$ cat src/rtl/sap1_display_scanner.sv
// SAP1 register viewer: shows one of NUM_SRC sources as hex nibbles plus a
// two-glyph label on a seven-segment bank. It supports manual select, timed
// auto-scroll, and a freeze mode that holds a snapshot and blinks its digits.
// Output glyph codes: 0-15 hex, 16 blank, 17 dash, 18+ letters.
module sap1_display_scanner #(
  parameter int DATA_W     = 8,
  parameter int NUM_SRC    = 7,
  parameter int NUM_DIGITS = 6,
  parameter int SCROLL_DIV = 50000000,
  parameter int BLINK_DIV  = 12500000,
  parameter int IDX_W      = $clog2(NUM_SRC)
) (
  input  logic                         clk,
  input  logic                         resetN,
  input  logic [NUM_SRC*DATA_W-1:0]    srcData,
  input  logic [NUM_SRC*10-1:0]        srcLabel,
  input  logic [7:0]                   userSel,
  input  logic                         autoEn,
  input  logic                         nextBtn,
  input  logic                         freezeBtn,
  output logic [NUM_DIGITS*5-1:0]      hexData,
  output logic [IDX_W-1:0]             curIdx,
  output logic                         frozen,
  output logic                         scrollTick
);

  localparam int ND  = DATA_W / 4;
  localparam int SCW = (SCROLL_DIV > 1) ? $clog2(SCROLL_DIV) : 1;
  localparam int BLW = (BLINK_DIV > 1) ? $clog2(BLINK_DIV) : 1;

  localparam logic [4:0] GLYPH_BLANK = 5'd16;
  localparam logic [4:0] GLYPH_DASH  = 5'd17;

  typedef enum logic [1:0] {
    ST_MANUAL = 2'd0,
    ST_AUTO   = 2'd1,
    ST_FROZEN = 2'd2
  } state_t;

  state_t                    state_q, state_d;
  logic [IDX_W-1:0]          curIdx_q, curIdx_d;
  logic [SCW-1:0]            scrollCnt_q, scrollCnt_d;
  logic [BLW-1:0]            blinkCnt_q, blinkCnt_d;
  logic                      blinkPhase_q, blinkPhase_d;
  logic [DATA_W-1:0]         snapReg_q, snapReg_d;
  logic [NUM_DIGITS*5-1:0]   hexData_q, hexData_d;
  logic                      scrollTick_q, scrollTick_d;

  logic                      userValid;
  logic [IDX_W-1:0]          userIdx;
  logic [IDX_W-1:0]          wrapIdx;
  logic [DATA_W-1:0]         curData;
  logic [DATA_W-1:0]         dispVal;
  logic [9:0]                dispLabel;
  logic                      blankNib;

  // Decode the manual selection and the wrapped successor of the current index.
  always_comb begin
    userValid = (32'(userSel) < NUM_SRC);
    userIdx   = userSel[IDX_W-1:0];
    wrapIdx   = (curIdx_q == IDX_W'(NUM_SRC - 1)) ? '0 : curIdx_q + IDX_W'(1);
    curData   = srcData[curIdx_q*DATA_W +: DATA_W];
  end

  // Mode FSM next-state logic with the scroll and blink timers.
  always_comb begin
    state_d      = state_q;
    curIdx_d     = curIdx_q;
    scrollCnt_d  = scrollCnt_q;
    blinkCnt_d   = blinkCnt_q;
    blinkPhase_d = blinkPhase_q;
    snapReg_d    = snapReg_q;
    scrollTick_d = 1'b0;

    case (state_q)
      ST_MANUAL: begin
        if (freezeBtn) begin
          state_d      = ST_FROZEN;
          snapReg_d    = curData;
          blinkCnt_d   = '0;
          blinkPhase_d = 1'b0;
        end else if (autoEn) begin
          state_d     = ST_AUTO;
          curIdx_d    = userValid ? userIdx : '0;
          scrollCnt_d = '0;
        end
      end
      ST_AUTO: begin
        // A freeze request takes priority and drops a coincident nextBtn.
        if (freezeBtn) begin
          state_d      = ST_FROZEN;
          snapReg_d    = curData;
          blinkCnt_d   = '0;
          blinkPhase_d = 1'b0;
        end else if (!autoEn) begin
          state_d = ST_MANUAL;
        end else if (nextBtn || (scrollCnt_q == SCW'(SCROLL_DIV - 1))) begin
          // Terminal count and nextBtn together still give one step.
          curIdx_d     = wrapIdx;
          scrollCnt_d  = '0;
          scrollTick_d = 1'b1;
        end else begin
          scrollCnt_d = scrollCnt_q + SCW'(1);
        end
      end
      ST_FROZEN: begin
        if (blinkCnt_q == BLW'(BLINK_DIV - 1)) begin
          blinkCnt_d   = '0;
          blinkPhase_d = ~blinkPhase_q;
        end else begin
          blinkCnt_d = blinkCnt_q + BLW'(1);
        end
        if (freezeBtn) begin
          state_d     = autoEn ? ST_AUTO : ST_MANUAL;
          scrollCnt_d = '0;
        end
      end
      default: begin
        state_d = ST_MANUAL;
      end
    endcase

    // In manual mode the index tracks any valid selection every cycle.
    if ((state_d == ST_MANUAL) && userValid) begin
      curIdx_d = userIdx;
    end
  end

  // Build the glyph image from the post-edge mode so the display has one cycle latency.
  always_comb begin
    hexData_d = {NUM_DIGITS{GLYPH_BLANK}};
    dispVal   = (state_d == ST_FROZEN) ? snapReg_d : srcData[curIdx_d*DATA_W +: DATA_W];
    dispLabel = srcLabel[curIdx_d*10 +: 10];
    blankNib  = (state_d == ST_FROZEN) && blinkPhase_d;

    if ((state_d == ST_MANUAL) && !userValid) begin
      hexData_d = {NUM_DIGITS{GLYPH_DASH}};
    end else begin
      for (int k = 0; k < ND; k++) begin
        hexData_d[k*5 +: 5] = blankNib ? GLYPH_BLANK : {1'b0, dispVal[k*4 +: 4]};
      end
      hexData_d[ND*5 +: 5]     = GLYPH_DASH;
      hexData_d[(ND+1)*5 +: 5] = dispLabel[4:0];
      hexData_d[(ND+2)*5 +: 5] = dispLabel[9:5];
    end
  end

  // State and output registers; reset drops any freeze in progress.
  always_ff @(posedge clk or negedge resetN) begin
    if (!resetN) begin
      state_q      <= ST_MANUAL;
      curIdx_q     <= '0;
      scrollCnt_q  <= '0;
      blinkCnt_q   <= '0;
      blinkPhase_q <= 1'b0;
      snapReg_q    <= '0;
      hexData_q    <= {NUM_DIGITS{GLYPH_DASH}};
      scrollTick_q <= 1'b0;
    end else begin
      state_q      <= state_d;
      curIdx_q     <= curIdx_d;
      scrollCnt_q  <= scrollCnt_d;
      blinkCnt_q   <= blinkCnt_d;
      blinkPhase_q <= blinkPhase_d;
      snapReg_q    <= snapReg_d;
      hexData_q    <= hexData_d;
      scrollTick_q <= scrollTick_d;
    end
  end

  assign hexData    = hexData_q;
  assign curIdx     = curIdx_q;
  assign frozen     = (state_q == ST_FROZEN);
  assign scrollTick = scrollTick_q;

endmodule

$ cat config.mk
export PLATFORM = sky130hd
export DESIGN_NAME = sap1_display_scanner
export DESIGN_NICKNAME = d
export VERILOG_FILES = /design/src/rtl/sap1_display_scanner.sv
export SDC_FILE = /design/constraint.sdc
export NUM_CORES = 1
export LEC_CHECK = 0
export BUFFER_PORTS_ARGS = -buffer_cell sky130_fd_sc_hd__buf_2
export CAP_MARGIN = 30
export CELL_PAD_IN_SITES_DETAIL_PLACEMENT = 0
export CELL_PAD_IN_SITES_GLOBAL_PLACEMENT = 1
export CORE_MARGIN = 4
export CORE_UTILIZATION = 39
export CTS_CLUSTER_DIAMETER = 150
export DETAILED_ROUTE_END_ITERATION = 8
export PLACE_DENSITY_LB_ADDON = 0.12
export SLEW_MARGIN = 0
export SYNTH_ARGS = -nofsm -noshare
export SYNTH_HDL_FRONTEND = slang
export SYNTH_SLANG_ARGS = --single-unit
$ cat constraint.sdc
create_clock -name clk -period 3.5 [get_ports clk]
set_clock_uncertainty 0.05 [all_clocks]
set_input_delay 0.35 -clock clk [delete_from_list [all_inputs] [get_ports clk]]
set_output_delay 0.35 -clock clk [all_outputs]
set_load 0.03 [all_outputs]
==> results of run 1 <==
## kinds of logic after synthesis
kind of cell | Yosys count | synth area share (%)
multiplexers | 77 | 14.86
AO/OA/AOI/OAI | 192 | 21.74
buffers and inverters | 63 | 5.573
other | 2 | 0.1267
AND/OR/NAND/NOR | 214 | 18.85
adder cells (fa/ha/maj) | 2 | 0.4221
flip-flops | 85 | 36.06
XOR/XNOR | 16 | 2.364
## worst max-delay path, stage by stage, from the launching register on
cell and delay [ns]:
dfrtp_1 0.42, ha_1 0.24, nand3_2 0.14, or4b_1 0.59, o21ai_2 0.21, o211ai_4 0.15, nand2_4 0.23, buf_4 0.26
mux2_1 0.37, a221oi_1 0.28, o22ai_1 0.11
## timing repair
action,CTS,global route
endpoints found under the setup margin,0,6
gates resized for setup,0,1
hold endpoints to repair,0,0
## metal layers
layer  global-route usage [%]  up-vias  part of all wire (%)
met5                        0        -                 0.072
met4                    4.142        2                   1.2
li1                         -     2729                     -
met1                    27.16     2724                    44
met2                    35.37      160                    49
met3                    5.428       19                   5.7
## placed cells by master (no fill, tap or decap), types with 14 or more instances in the layout
master / n
a21oi_1: 14
inv_1: 15
o21ai_0: 67
nand2_1: 79
buf_4: 19
dfrtp_1: 77
mux2i_1: 61
nor2_1: 30
nand3_1: 23
a31oi_1: 15
buf_2: 163
## worst max-delay path by stage
stage	start	to	slack, ns	cells past startpoint
2_1_floorplan	scrollCnt_q[0]$_DFFE_PN0P_	hexData[1]$_DFF_PN0_	0.82	10
3_3_place_gp	userSel[7]	hexData[8]$_DFF_PN0_	0.27	10
3_5_place_dp	userSel[7]	hexData[2]$_DFF_PN0_	0.18	10
4_1_cts	scrollCnt_q[0]$_DFFE_PN0P_	hexData[2]$_DFF_PN0_	0.23	10
5_1_grt	scrollCnt_q[0]$_DFFE_PN0P_	hexData[2]$_DFF_PN0_	0.05	10
6_report	scrollCnt_q[0]$_DFFE_PN0P_	hexData[3]$_DFF_PN0_	0.31	10
## per-stage QoR
step,total power [mW],instance area [um2],std cells
floorplan,2.745,5953,658
global placement,3.245,6899,980
detailed placement,3.277,6899,980
CTS,4.191,7176,995
global route,4.412,7179,996
finish,4.151,7179,996
## flip-flops by register name, indices dropped and copies added, names as in the netlist
register and cells:
scrollCnt_q 26, blinkCnt_q 24, hexData 20, snapReg_q 8
curIdx 3, state_q 2, blinkPhase_q 1, scrollTick 1
## power breakdown
group	internal (mW)	leakage [nW]	switching, mW
Clock	0.497	0.131	0.398
Sequential	1.19	1.12	0.0963
Combinational	0.779	2.05	1.19
Total	2.46	3.29	1.69
## layout make-up
| class | count | area, um2 | share of cell area, % |
|---|---|---|---|
| antenna | 1 | 2.502 | 0.03486 |
| clock buffer | 10 | 239.0 | 3.329 |
| clock inverter | 5 | 37.54 | 0.5228 |
| inverter | 18 | 67.56 | 0.9411 |
| multi-input combinational | 510 | 3487 | 48.57 |
| sequential | 85 | 2137 | 29.77 |
| tap | 184 | 230.2 | 3.207 |
| timing repair buffer | 183 | 978.4 | 13.63 |
==> key figures, run 1 <==
Synthesis
  – Asr flop ratio synth: 100.0%
  – Synthesized flop and latch total: 85
  – Sequential area share after synthesis: 36.06%
  – Largest area contributor in the netlist: dfrtp_1
  – Synth cell count leaders: 79 x nand2_1, 77 x dfrtp_1, 67 x o21ai_0, 61 x mux2i_1, 30 x nor2_1
  – Syn. warnings: 0
  – Cells after Synth: 651
  – Post-synth EDFFs: 0
  – Count leader, synth: nand2_1
  – Post-synth top area share: 32.51%
  – Post-synthesis instance area: 5927 um2
  – Synth area leaders: dfrtp_1 33%, mux2i_1 10%, o21ai_0 5.7%, nand2_1 5.0%, dfstp_2 3.5%
  – Ys flop type: dfrtp_1
  – Synth Area per Inst: 9.104 um2
  – Yosys cell types: 72

Placed design
  – IO buf count: 164
  – DP HPWL: 13560 um
  – Pre-CTS worst setup slack: 0.1845 ns
  – RD Place Congestion: 0.8329

STA
  – Period minus WS final: 3.189 ns
  – Final setup vio count: 0
  – Final Worst Setup Slack: 0.3114 ns
  – Number of hold violations in the final report: 0
  – Slew margin rel.: 44.92%
  – Post-route clock period utilization: 91.10%
  – Setup TNS: 0 ns
  – RSZ-0062 raised after global routing: false
  – Worst Tran Pin Value: 0.8262 ns
  – Peak Freq: 313.6 MHz
  – Hold slack: 0.06379 ns
  – Pins over their slew limit: 0

Power
  – Leakage: 3.292 nW
  – Peak VDD IR: 0.2880 mV
  – Pwr/cell area: 578.1 nW/um2

Finish
  – Filler instances: 1438
  – Area growth syn-to-layout: 21.13%
  – Final nets: 948
  – Layout cell share with drive strength beyond 1: 28.73%
  – Util after Layout: 48.84%

Floorplan
  – # IOs: 174
  – Core ar.: 14700 um2
  – Std-Cell Rows: 44
  – Die ar.: 17230 um2
  – Die Span Y: 131.3 um
  – Chip width: 131.3 um
  – Starting Density: 40.32%

Worst setup path
  – RR Endpoint: hexData[3]$_DFF_PN0_
  – Required @ worst endpoint: 3.67 ns
  – Crit. End Element: flop
  – Worst EP arrival: 3.35 ns
  – Worst reg2reg setup slack: 0.31 ns
  – Cells on worst reg2reg path: 10
  – Crit path max fanout: 13
  – Critical path launch point type: flop
  – Worst flop-to-flop path startpoint: scrollCnt_q[0]$_DFFE_PN0P_
  – Setup CP Type: flop to flop

Min path
  – Hold WC Path Type: input port to async pin

Global routing
  – Number of global-route vias before repair: 5728
  – First-pass GRT wire length: 29750 um
  – Global route overflow: 0
  – Total track usage: 20.85%
  – Largest net degree at the start of global routing: 65
  – Initial antenna violation count: 2

CTS
  – Bufs on Longest Clock Path: 2
  – Root buffer cell: clkbuf_16
  – Postcts setup bufs: 0
  – CTS Sinks: 85
  – Worst-path clk slew: 0.07 ns
  – Hold Buf Count CTS: 0
  – CTS tree: built
  – Cts bufs inserted: 9
  – Clock latency on the worst-skew pair: 0.35 ns
  – H-tree Lvls: 3

Job
  – Max_cap viols: 0

Route
  – Routed via count: 5634
  – Drt drc: 0
  – Remaining antenna violation count: 0
  – DR pass1 iterations: 5
  – Final wirelength: 18100 um
  – Starting DRT DRC Count: 336
  – Wire length per cell: 18.17 um
  – Via-per-instance ratio: 5.657

Outcome
  – Status: finished, final reports clean
Power figures use the tool's default switching activity.
==> inputs of run 2 (changes only) <==
- ABC_AREA: not set -> 1
- CORE_UTILIZATION: 39 -> 37
==> run 2 against run 1 <==
Compared with the run above:
- clock power is 15% higher
- count of clock-buffer cells in the layout stayed put
- register-to-register slack better by 0.19 ns
- combinational power is 5% higher
- cell area is 2.7% higher
- area after synthesis is 3.0% higher
- maximum frequency is 6.4% higher
- synthesized cell count is 38% higher
- cell count is 28% higher
- global-route usage is 0.92 points higher
- non-clock buffer count is 4 lower
- via count is 17% higher
- largest cell class unchanged
==> key figures, run 2 <==
Outcome
  – Status: finished, final reports clean

Synthesis
  – Ys flop type: dfrtp_1
  – Syn. warnings: 0
  – Largest area contributor in the netlist: dfrtp_1
  – Synth area leaders: dfrtp_1 32%, nand2_1 13%, nand3_1 11%, nor2_1 6.1%, inv_1 5.0%
  – Synthesized flop and latch total: 85
  – Largest family of logic cells by synthesized area: simple AND/OR/NAND/NOR gates
  – Xor/xnor cell area share of the yosys netlist: 1.864%
  – Post-synthesis simple-gate area fraction: 35.79%
  – Post-synth EDFFs: 0
  – Cells after Synth: 899
  – Post-synth top area share: 31.55%
  – Synth Area per Inst: 6.793 um2
  – Synth cell count leaders: 208 x nand2_1, 136 x nand3_1, 100 x nor2_1, 82 x inv_1, 77 x dfrtp_1
  – Count leader, synth: nand2_1
  – Yosys cell types: 47
  – Sequential area share after synthesis: 34.99%
  – Post-synthesis mux area share: 0.1639%
  – Post-synthesis compound-gate area fraction: 15.86%
  – Post-Synth Adder-Cell Area: 0.4098%
  – Asr flop ratio synth: 100.0%
  – Post-synthesis instance area: 6107 um2

Job
  – Max_cap viols: 0

Worst setup path
  – Setup CP Type: flop to flop
  – Worst EP arrival: 3.22 ns
  – Worst path slowest cell: nand2_4
  – Crit. End Element: flop
  – Critical path's top delay family: simple AND/OR/NAND/NOR gates
  – CP Buf/Inv Count: 1
  – Cell mode on critical path: nand2_1
  – Required @ worst endpoint: 3.73 ns
  – Worst path max stage delay: 0.46 ns
  – Worst reg2reg setup slack: 0.50 ns
  – Crit path max fanout: 69
  – Critical path launch point type: flop
  – Cells along the critical path: ha_1, inv_1, nor2_4, nand2_1, nor2_1, nand2_1, nand2_2, nand2_1, nand2_1, nand3_1, nand2_2, nand2_4, nand2_4, nand2_4, nand2_1, nand2_1, o211ai_1, nand2_1, nor2_1

CTS
  – CTS Sinks: 85
  – Cts bufs inserted: 9
  – Clock latency on the worst-skew pair: 0.35 ns
  – Worst-path clk slew: 0.06 ns
  – Postcts setup bufs: 0
  – Bufs on Longest Clock Path: 2
  – Root buffer cell: clkbuf_16
  – H-tree Lvls: 3
  – Hold Buf Count CTS: 0
  – CTS tree: built
  – Number of gates resized after cts: 0

Power
  – P_sw: 1.930 mW
  – Sequential share of power: 28.9%
  – Clock network fraction of total power: 23.8%
  – Pwr/cell area: 590.2 nW/um2
  – Leakage: 3.570 nW
  – Peak VDD IR: 0.2521 mV
  – Comb power frac: 47.3%
  – Sw frac: 44.37%
  – Int Pwr: 2.420 mW

Finish
  – Filler instances: 1774
  – Area growth syn-to-layout: 20.69%
  – Area of the multi-input gates: 3337 um2
  – Max reg flops: 26
  – Final nets: 1191
  – Layout cell share with drive strength beyond 1: 22.75%
  – Sequential Area: 2137 um2
  – Reg with most FFs: scrollCnt_q
  – Most frequent cells in the layout: 208 x nand2_1, 163 x buf_2, 136 x nand3_1
  – Util after Layout: 46.07%
  – Commonest non-fill, non-tap cell in the layout: nand2_1
  – Number of diodes: 0

Global routing
  – First-pass GRT wire length: 32080 um
  – Initial antenna violation count: 0
  – Number of global-route vias before repair: 6243
  – Global route overflow: 0
  – Total track usage: 21.77%
  – Largest net degree at the start of global routing: 70

STA
  – Peak Freq: 333.8 MHz
  – Period minus WS final: 2.996 ns
  – Pins over their slew limit: 0
  – Number of hold violations in the final report: 0
  – Setup TNS: 0 ns
  – Worst Tran Pin Value: 0.8283 ns
  – Post-route clock period utilization: 85.60%
  – RSZ-0062 raised after global routing: false
  – Final setup vio count: 0
  – Slew margin rel.: 44.78%

Floorplan
  – Std-Cell Rows: 46
  – # IOs: 174
  – Core ar.: 16000 um2
  – Die Span Y: 136.5 um
  – Chip width: 136.5 um
  – Starting Density: 38.17%
  – Die ar.: 18630 um2

Route
  – Starting DRT DRC Count: 474
  – Via-per-instance ratio: 5.193
  – Met1 Wirelength: 9145 um
  – DR pass1 iterations: 7
  – Drt drc: 0
  – WL met2: 9524 um
  – Routed via count: 6600
  – Top sig layer: met4
  – Remaining antenna violation count: 0
  – Final wirelength: 20410 um
  – Wire length per cell: 16.06 um
  – Met3 wire length: 1361 um

Min path
  – Hold WC Path Type: input port to async pin

Placed design
  – RD Place Congestion: 0.8791
  – DP HPWL: 15130 um
  – IO buf count: 164
[run 2: cell type report]
cell class	count	share of cell area, %
clock buffer	10	3.106
clock inverter	6	1.171
timing repair buffer	179	12.70
sequential	85	28.99
multi-input combinational	675	45.27
tap	216	3.667
inverter	100	5.093
[run 2: cells by family after synthesis]
group,Yosys count
AND/OR/NAND/NOR,496
AO/OA/AOI/OAI,154
buffers and inverters,146
flip-flops,85
XOR/XNOR,13
adder cells (fa/ha/maj),2
other,2
multiplexers,1
[run 2: metal layers]
metal | vias to the layer above | global-route usage [%]
met5 | - | 0
met4 | 0 | 7.279
met3 | 23 | 4.663
met2 | 261 | 34.36
met1 | 3020 | 29.60
li1 | 3296 | -
[run 2: worst paths after layout]
path                                               to  depth (start not counted)                  startpoint
min in group clk                 state_q[0]$_DFF_PN0_                          3                      autoEn
max in group asynchronous       hexData[15]$_DFF_PN1_                          2                      resetN
hold reg to reg                snapReg_q[3]$_DFF_PN0_                          2      snapReg_q[3]$_DFF_PN0_
setup / recovery                hexData[16]$_DFF_PN0_                         19  scrollCnt_q[0]$_DFFE_PN0P_
setup reg to reg                hexData[16]$_DFF_PN0_                         19  scrollCnt_q[0]$_DFFE_PN0P_
hold / removal             blinkCnt_q[18]$_DFFE_PN0P_                          1                      resetN
[run 2: power groups by stage]
stage | clock network, mW | registers [mW] | logic [mW]
floorplan | 0 | 1.47 | 1.29
global placement | 0 | 1.27 | 2.06
detailed placement | 0 | 1.27 | 2.05
CTS | 1.06 | 1.26 | 2.05
global route | 1.10 | 1.28 | 2.28
finish | 1.03 | 1.26 | 2.06
[run 2: through the flow]
| step | total power, mW | std cells | hold slack, ns | area (um2) | setup slack [ns] |
|---|---|---|---|---|---|
| 6_report | 4.350 | 1271 | 0.05079 | 7371 | 0.5041 |
| 3_3_place_gp | 3.331 | 1255 | 0.4104 | 7056 | 0.6025 |
| 2_1_floorplan | 2.764 | 906 | 0.004409 | 6133 | 1.355 |
| 4_1_cts | 4.376 | 1271 | 0.08670 | 7371 | 0.5399 |
| 3_5_place_dp | 3.323 | 1255 | 0.4127 | 7056 | 0.5665 |
| 5_1_grt | 4.659 | 1271 | 0.1288 | 7371 | 0.1168 |
==> inputs of run 3 (changes only) <==
- CORE_UTILIZATION: 37 -> 38
- CTS_BUF_LIST: not set -> sky130_fd_sc_hd__clkbuf_8
==> run 3 against run 2 <==
Compared with the run above:
- cell area down 0.66%
- largest cell class unchanged
- highest routed layer unchanged
- non-clock buffer count up 1
- worst hold slack better by 0.17 ns
==> key figures, run 3 (synthesis gave the netlist of run 2 again) <==
Outcome
  – Status: finished, final reports clean

STA
  – Final setup vio count: 0
  – Pins over their slew limit: 0
  – Setup TNS: 0 ns
  – Slew margin rel.: 51.64%
  – Final Worst Setup Slack: 0.5905 ns
  – Period minus WS final: 2.910 ns
  – Hold slack: 0.2205 ns
  – Post-route clock period utilization: 83.13%
  – Number of hold violations in the final report: 0
  – RSZ-0062 raised after global routing: false
  – Peak Freq: 343.7 MHz
  – Worst Tran Pin Value: 0.7237 ns

CTS
  – CTS Sinks: 85
  – Number of gates resized after cts: 0
  – Clock latency on the worst-skew pair: 0.38 ns
  – Root buffer cell: clkbuf_8
  – Cts bufs inserted: 9
  – H-tree Lvls: 3
  – Bufs on Longest Clock Path: 2
  – CTS tree: built
  – Postcts setup bufs: 0
  – Worst-path clk slew: 0.09 ns

Finish
  – Final nets: 1192
  – Fin cells: 1272
  – Area growth syn-to-layout: 19.89%
  – Filler instances: 1719
  – Reg with most FFs: scrollCnt_q
  – Most frequent cells in the layout: 208 x nand2_1, 163 x buf_2, 136 x nand3_1
  – Commonest non-fill, non-tap cell in the layout: nand2_1
  – Number of diodes: 0
  – Max reg flops: 26
  – Layout cell share with drive strength beyond 1: 22.82%

Power
  – Clock network fraction of total power: 20.8%
  – Sw frac: 45.33%
  – Peak VDD IR: 0.2534 mV
  – Int Pwr: 2.284 mW
  – P_sw: 1.893 mW
  – Comb power frac: 48.9%
  – Leakage: 3.552 nW
  – Sequential share of power: 30.2%
  – Pwr/cell area: 570.5 nW/um2

Min path
  – Hold WC Path Type: input port to flop
  – Worst Min Path Start: autoEn
  – Worst hold stages: 3

Route
  – Starting DRT DRC Count: 397
  – Via-per-instance ratio: 5.187
  – Remaining antenna violation count: 0
  – Routed via count: 6598
  – Drt drc: 0
  – Wire length per cell: 16.08 um
  – DR pass1 iterations: 5
  – Final wirelength: 20460 um

Worst setup path
  – Worst flop-to-flop path startpoint: scrollCnt_q[0]$_DFFE_PN0P_
  – Cells on worst reg2reg path: 19
  – Worst reg2reg setup slack: 0.59 ns
  – RR Endpoint: hexData[3]$_DFF_PN0_
  – Setup CP Type: flop to flop
  – Required @ worst endpoint: 3.78 ns
  – Crit path max fanout: 69
  – Worst EP arrival: 3.19 ns
  – Critical path launch point type: flop
  – Crit path from: scrollCnt_q[0]$_DFFE_PN0P_
  – Crit. End Element: flop
  – Setup crit end: hexData[3]$_DFF_PN0_

Global routing
  – Total track usage: 22.55%
  – Global route overflow: 0
  – First-pass GRT wire length: 32880 um
  – Initial antenna violation count: 0
  – Largest net degree at the start of global routing: 70
  – Number of global-route vias before repair: 6400

Floorplan
  – Chip width: 134.8 um
  – Core ar.: 15830 um2
  – Die Span Y: 134.8 um
  – Starting Density: 38.58%
  – Die ar.: 18160 um2
  – Std-Cell Rows: 46
  – # IOs: 174

Job
  – Max_cap viols: 0

Placed design
  – DP HPWL: 15140 um
  – Pre-CTS worst setup slack: 0.6070 ns
  – IO buf count: 164
  – RD Place Congestion: 0.8376
  – Placed Cells: 1255
==> run 3: cell types whose count changed in the layout (fill, tap and decap cells not counted), sizes merged <==
cell | before | now
clkbuf | 10 | 13
clkinv | 5 | 4
clkinvlp | 1 | 0
dlygate4sd3 | 0 | 1
inv | 98 | 97
==> run 3: stage by stage <==
| stage | total power, mW | instance area (um2) | util, % |
|---|---|---|---|
| floorplan | 2.764 | 6133 | - |
| global placement | 3.324 | 7068 | 44.66 |
| finish | 4.177 | 7322 | 46.26 |
| CTS | 4.205 | 7322 | 46.26 |
| detailed placement | 3.323 | 7068 | 44.66 |
| global route | 4.487 | 7322 | 46.26 |
==> run 3: metal layers <==
metal  vias up  GRT usage, %  part of all wire, %
met2       221         37.60                   48
met3        19         4.359                  6.4
met4         0         5.430                 0.95
li1       3297             -                    -
met1      3061         30.33                   45
met5         -             0                    0
==> run 3: how the worst min path moves through the flow <==
stage,endpoint,slack [ns]
after floorplan,blinkCnt_q[0]$_DFFE_PN0P_,0.004
after global placement,blinkCnt_q[18]$_DFFE_PN0P_,0.34
after detailed placement,blinkCnt_q[18]$_DFFE_PN0P_,0.35
after CTS,state_q[0]$_DFF_PN0_,0.20
after global routing,state_q[0]$_DFF_PN0_,0.21
final,state_q[0]$_DFF_PN0_,0.22
==> run 3: worst max-delay path, cell delays in order (launching register included) <==
cell and delay (ns):
dfrtp_1 0.39, ha_1 0.17, inv_1 0.09, nor2_4 0.14
nand2_1 0.06, nor2_1 0.09, nand2_1 0.07, nand2_2 0.12
nand2_1 0.06, nand2_1 0.06, nand3_1 0.08, nand2_2 0.08
nand2_4 0.06, nand2_4 0.24, nand2_4 0.45, o21ai_0 0.31
nand3_1 0.10, nand3_1 0.09, nand2_1 0.06, inv_1 0.05
==> run 3: final cells by class <==
| type | instances | area, um2 | share of cell area (%) |
|---|---|---|---|
| multi-input combinational | 675 | 3337 | 45.57 |
| timing repair buffer | 180 | 958.4 | 13.09 |
| tap | 216 | 270.3 | 3.691 |
| clock inverter | 3 | 65.06 | 0.8886 |
| inverter | 100 | 375.4 | 5.126 |
| clock buffer | 13 | 178.9 | 2.444 |
| sequential | 85 | 2137 | 29.19 |
==> run 3: timing repair <==
item,CTS,global route
hold buffers,1,0
hold endpoints to repair,40,0
endpoints found under the setup margin,0,0
==> run 3: power groups by stage <==
stage                     clock (mW)  sequential [mW]  combinational, mW
after CTS                      0.892             1.26               2.05
after floorplan                    0             1.47               1.29
after global placement             0             1.28               2.04
final                          0.870             1.26               2.04
after detailed placement           0             1.28               2.04
after global routing           0.931             1.28               2.27
